## config.mk

```make
export PLATFORM = sky130hd
export DESIGN_NAME = icache_flat
export DESIGN_NICKNAME = d
export VERILOG_FILES = /design/src/rtl/icache_if.sv /design/src/rtl/icache.sv /design/src/flat_wrapper.sv
export SDC_FILE = /design/constraint.sdc
export NUM_CORES = 2
export LEC_CHECK = 0
export ABC_AREA = 1
export CAP_MARGIN = 20
export CORE_MARGIN = 1.5
export CORE_UTILIZATION = 40
export CTS_CLUSTER_DIAMETER = 150
export DETAILED_ROUTE_END_ITERATION = 8
export SKIP_CTS_REPAIR_TIMING = 1
export SYNTH_ARGS = -nofsm -noshare
export SYNTH_HDL_FRONTEND = slang
export SYNTH_SLANG_ARGS = --single-unit
```

## constraint.sdc

```tcl
create_clock -name CLK -period 47.8 [get_ports CLK]
set_input_delay 4.78 -clock CLK [delete_from_list [all_inputs] [get_ports CLK]]
set_output_delay 4.78 -clock CLK [all_outputs]
set_load 0.02 [all_outputs]
```

## src/rtl/icache_if.sv

```systemverilog
// ============================================================================
// icache_if : datapath-fetch and memory-refill signals of the icache.
// Rev 1.0
// ============================================================================
`default_nettype none

interface icache_if;
  logic        imemREN;
  logic [31:0] imemaddr;
  logic        ihit;
  logic [31:0] imemload;
  logic        iREN;
  logic [31:0] iaddr;
  logic        iwait;
  logic [31:0] iload;

  modport slave (
    input  imemREN, imemaddr, iwait, iload,
    output ihit, imemload, iREN, iaddr
  );

  modport master (
    output imemREN, imemaddr, iwait, iload,
    input  ihit, imemload, iREN, iaddr
  );
endinterface

`default_nettype wire

```

## src/rtl/icache.sv

```systemverilog
// ============================================================================
// icache : direct-mapped one-word-per-frame instruction cache, zero-latency hit.
// Rev 1.0
// ============================================================================
`default_nettype none

module icache #(
  parameter int SETS = 16
) (
  input  logic      CLK,
  input  logic      nRST,
  icache_if.slave   bus
);

  localparam int IDX_W = $clog2(SETS);
  localparam int TAG_W = 30 - IDX_W;

  typedef enum logic [0:0] {
    COMPARE = 1'b0,
    FETCH   = 1'b1
  } state_t;

  state_t            state_q;
  logic [SETS-1:0]   valid_q;
  logic [TAG_W-1:0]  tag_q  [SETS];
  logic [31:0]       data_q [SETS];

  logic [IDX_W-1:0]  w_idx;
  logic [TAG_W-1:0]  w_tag;
  logic              w_hit;
  logic              w_fetch;
  logic              w_unused_ofs;

  assign w_idx        = bus.imemaddr[IDX_W+1:2];
  assign w_tag        = bus.imemaddr[31:IDX_W+2];
  assign w_unused_ofs = ^bus.imemaddr[1:0];
  assign w_fetch      = (state_q == FETCH);

  assign w_hit = (state_q == COMPARE) && bus.imemREN && valid_q[w_idx] &&
                 (tag_q[w_idx] == w_tag);

  assign bus.ihit     = w_hit;
  assign bus.imemload = w_hit ? data_q[w_idx] : 32'h0;
  assign bus.iREN     = w_fetch;
  // iaddr tracks the live PC so a redirect mid-refill fetches the new target.
  assign bus.iaddr    = w_fetch ? {bus.imemaddr[31:2], 2'b00} : 32'h0;

  always_ff @(posedge CLK or posedge nRST) begin
    if (nRST) begin
      state_q <= COMPARE;
      valid_q <= '0;
      for (int s = 0; s < SETS; s++) begin
        tag_q[s]  <= '0;
        data_q[s] <= '0;
      end
    end else if (state_q == COMPARE) begin
      if (bus.imemREN && !w_hit) begin
        state_q <= FETCH;
      end
    end else begin
      // A dropped request abandons the refill even if memory answers now.
      if (!bus.imemREN) begin
        state_q <= COMPARE;
      end else if (!bus.iwait) begin
        valid_q[w_idx] <= 1'b1;
        tag_q[w_idx]   <= w_tag;
        data_q[w_idx]  <= bus.iload;
        state_q        <= COMPARE;
      end
    end
  end

endmodule

`default_nettype wire

```

## src/flat_wrapper.sv

```systemverilog
// flat-port wrapper written by rule: the top's interface ports become plain ports
module icache_flat 
#(
  parameter int SETS = 16
)
  (CLK, nRST, bus_imemREN, bus_imemaddr, bus_iwait, bus_iload, bus_ihit, bus_imemload, bus_iREN, bus_iaddr);
  icache_if bus_i ();
  input  logic CLK;
  input  logic nRST;
  input wire logic [$bits(bus_i.imemREN)-1:0] bus_imemREN;
  input wire logic [$bits(bus_i.imemaddr)-1:0] bus_imemaddr;
  input wire logic [$bits(bus_i.iwait)-1:0] bus_iwait;
  input wire logic [$bits(bus_i.iload)-1:0] bus_iload;
  output wire logic [$bits(bus_i.ihit)-1:0] bus_ihit;
  output wire logic [$bits(bus_i.imemload)-1:0] bus_imemload;
  output wire logic [$bits(bus_i.iREN)-1:0] bus_iREN;
  output wire logic [$bits(bus_i.iaddr)-1:0] bus_iaddr;
  assign bus_i.imemREN = bus_imemREN;
  assign bus_i.imemaddr = bus_imemaddr;
  assign bus_i.iwait = bus_iwait;
  assign bus_i.iload = bus_iload;
  assign bus_ihit = bus_i.ihit;
  assign bus_imemload = bus_i.imemload;
  assign bus_iREN = bus_i.iREN;
  assign bus_iaddr = bus_i.iaddr;
  icache #(.SETS(SETS)) u_core (.CLK(CLK), .nRST(nRST), .bus(bus_i));
endmodule
```

==> reports/qor.yml <==
logic_synthesis:
  syn_inst: 5201
  yosys_warnings: 0
  synth-seq-cells: 945
  postSynthAreaPerCell_um2: 8.20
  mapped_cell_area_um2: 42600
  seq_area_frac_synth: 0.555
  yosys.cell_types.count: 27
die:
  die_height_um: 330
  io_pins: 134
  initial_core_util: 0.404
  core-area_um2: 106000
  placement_rows: 119
  die_area_um2: 109000
  dieWidth_um: 330
placed_design:
  dpl_worst_slack_ns: 32.36
  port_buffers: 129
  post-dp-hpwl_um: 67500
  globalplace.congestion: 0.809
global_route:
  first_pass_grt_wire_length_um: 205000
  global_route.usage.total: 0.242
  grt_start_max_net_pins: 182
  initial_antenna_violation_count: 2
  grt_pass1_vias: 33516
  grt_overflow_total: 0
critical_path:
  timing.critical_path.arrival_ns: 10.66
  critPathMaxFanout: 33
  ff2ff_setup_slack_ns: 43.95
  critical_path.startpoint_type: "input pin"
  required_ns: 43.02
  reg2reg_from: "u_core.bus.iREN"
  crit_path_end_kind: "primary output"
  reg2regPathDepth: 9
  worstReg2RegEnd: "u_core.data_q[178]"
  crit_type: "input pin to primary output"
sta:
  final-hold-violation-count: 0
  totalNegativeSetupSlack_ns: 0
  clock.fmax_ghz: 0.0648
  actual_slew_at_the_worst_max_slew_pin_ns: 1.14
  finalSetupViolCount: 0
  post_layout_worst_setup_margin_ns: 32.36
  min_period_ns: 15.44
  slew_viol_final: 0
  timing.hold.ws_ns: 0.455
  grt_setup_unrepaired: "false"
  slew_headroom: 0.239
  final_clock_skew_ns: 0.0154
  min_period_over_period: 0.323
cells_and_area:
  number_of_nets_in_the_layout: 5117
  layout-area-overhead-vs-synth_pct: 12.0
  final_layout_size_suffix_gt1_frac: 0.0540
  n_antenna_cell: 0
min_path:
  min_from: "u_core.valid_q[11]"
  worst_hold_path.num_cells: 2
  hold_class: "flop to flop"
  hold_path_end: "u_core.valid_q[11]"
power:
  power_density_nw_per_um2: 41.3
  clock_power_frac: 0.397
  power.share.combinational: 0.120
  highest_ir_drop_seen_on_vdd_mv: 0.0286
  p_int_mw: 1.44
  power.leakage_nw: 22.5
  switching_share: 0.271
  portion_of_total_power_attributed_to_sequential_cells: 0.483
  p_sw_mw: 0.535
routing:
  route.detailed.drc: 14
  route.detailed.vias_per_inst: 5.47
  first_pass_iters: 9
  final_antenna_net_count: 0
  detailroute.via_count: 35623
  post_drt_wl_per_cell_um: 20.1
  routed_wl_um: 131000
  dr.first_iter.drc_count: 3585
clock_tree:
  tritoncts: "done"
  cts.clk_slew.worst_paths_ns: 0.06
  max-clock-path-buffers: 3
  root_buffer: "clkbuf_16"
  cts-buffers-inserted: 101
  cts_h_tree_depth: 3
  clk-insertion-delay-late_ns: 0.68
  clock_sinks: 945
status:
  run_status: "finished, violations left"
  violations: "design-rule violations"
job:
  max_cap_violations: 0
state kept, by name, indices dropped and copies added, names as in the netlist:
name,cells
u_core.tag_q,416
u_core.valid_q,16
u_core.bus.iREN,1
u_core.data_q,512
per-layer routing:
metal  up-vias  track usage  part of all wire
li1      16887            -                 -
met1     17433        0.357              0.47
met2      1131        0.379              0.45
met3       172       0.0306             0.064
met4         0       0.0550             0.019
met5         -            0                 0
worst max-delay path by stage:
stage,start,to,slack (ns),depth (start not counted)
2_1_floorplan,nRST,u_core.bus.iREN,16.44,1
3_3_place_gp,bus_imemaddr[5],bus_imemload[1],32.40,14
3_5_place_dp,bus_imemaddr[5],bus_imemload[1],32.36,14
4_1_cts,bus_imemaddr[5],bus_imemload[1],32.36,14
5_1_grt,bus_imemaddr[5],bus_imemload[1],32.19,14
6_report,bus_imemaddr[5],bus_imemload[1],32.36,14
cell type report:
| type | instances | area (um2) |
|---|---|---|
| fillers | 10425 | 57800 |
| multi-input cells | 3698 | 16800 |
| clock buffers | 147 | 2950 |
| inverters | 120 | 470 |
| flip-flops and latches | 945 | 23600 |
| repair buffers | 183 | 1780 |
| clock inverters | 32 | 340 |
| well taps | 1391 | 1740 |
cell usage in the layout, fill, tap and decap left out, drive strengths merged:
cell type,n
inv,123
and3,1
o31ai,96
buf,56
nor3,329
bufinv,5
clkbuf,147
conb,2
dfrtp,945
o21ai,957
nand4,12
o22ai,128
clkinvlp,4
nor2,75
a21oi,7
nand3,75
o2111ai,32
or2,1
clkinv,20
clkdlybuf4s50,127
nand2,1983
cells by family (layout without fill, tap and decap cells):
family                 count (synthesis)  in the layout  synth area share
AO/OA/AOI/OAI                       1220           1220             0.155
other                                  1              2         0.0000879
buffers and inverters                559            482            0.0552
flip-flops                           945            945             0.555
AND/OR/NAND/NOR                     2476           2476             0.235
critical path, stage by stage:
cell and delay, ns:
clkdlybuf4s50_1 0.83, nand2_1 0.76, inv_2 0.73, buf_4 0.69
nand2_1 0.11, nand2_1 0.10, nor2_1 0.12, nor2_1 0.17
nand3_1 0.09, nor2_1 0.20, nand3_4 0.42, buf_4 0.43
nor3_1 0.43, clkdlybuf4s50_1 0.70
Yosys cell counts:
library cell  count  area (um2)
inv_4             1        6.26
inv_1           112         420
o2111ai_1        32         280
nand2_1        1983        7440
o22ai_1         128         801
inv_2             7        26.3
nor2_1           71         267
nand3_1          74         370
nor2_4            1        11.3
o21ai_1          59         295
dfrtp_1         945       23600
clkbuf_1        306        1150
conb_1            1        3.75
o21ai_0         898        4490
buf_2            79         395
buf_6            12         135
or2_0             1        6.26
o31ai_1          96         721
a21oi_1           7        35.0
nor3_2           31         310
nand3_2           1        10.0
nand4_1          12        75.1
nor3_1          298        1490
buf_1            25        93.8
nor2_2            3        18.8
buf_4            17         128
and3_1            1        6.26
per-stage QoR:
| stage | utilization | cell area, um2 | power, mW | instances |
|---|---|---|---|---|
| after floorplan | - | 42600 | 1.13 | 5202 |
| final | 0.453 | 47800 | 1.97 | 6516 |
| after detailed placement | 0.421 | 44400 | 1.20 | 6335 |
| after global placement | 0.421 | 44400 | 1.19 | 6335 |
| after CTS | 0.452 | 47700 | 1.99 | 6514 |
| after global routing | 0.453 | 47800 | 2.07 | 6516 |
power groups by stage:
stage / Sequential, mW / Combinational (mW) / Clock, mW
2_1_floorplan: 0.956 / 0.176 / 0
3_3_place_gp: 0.962 / 0.233 / 0
3_5_place_dp: 0.965 / 0.237 / 0
4_1_cts: 0.952 / 0.238 / 0.795
5_1_grt: 0.965 / 0.274 / 0.828
6_report: 0.954 / 0.237 / 0.784
(Power assumes the default switching activity.)
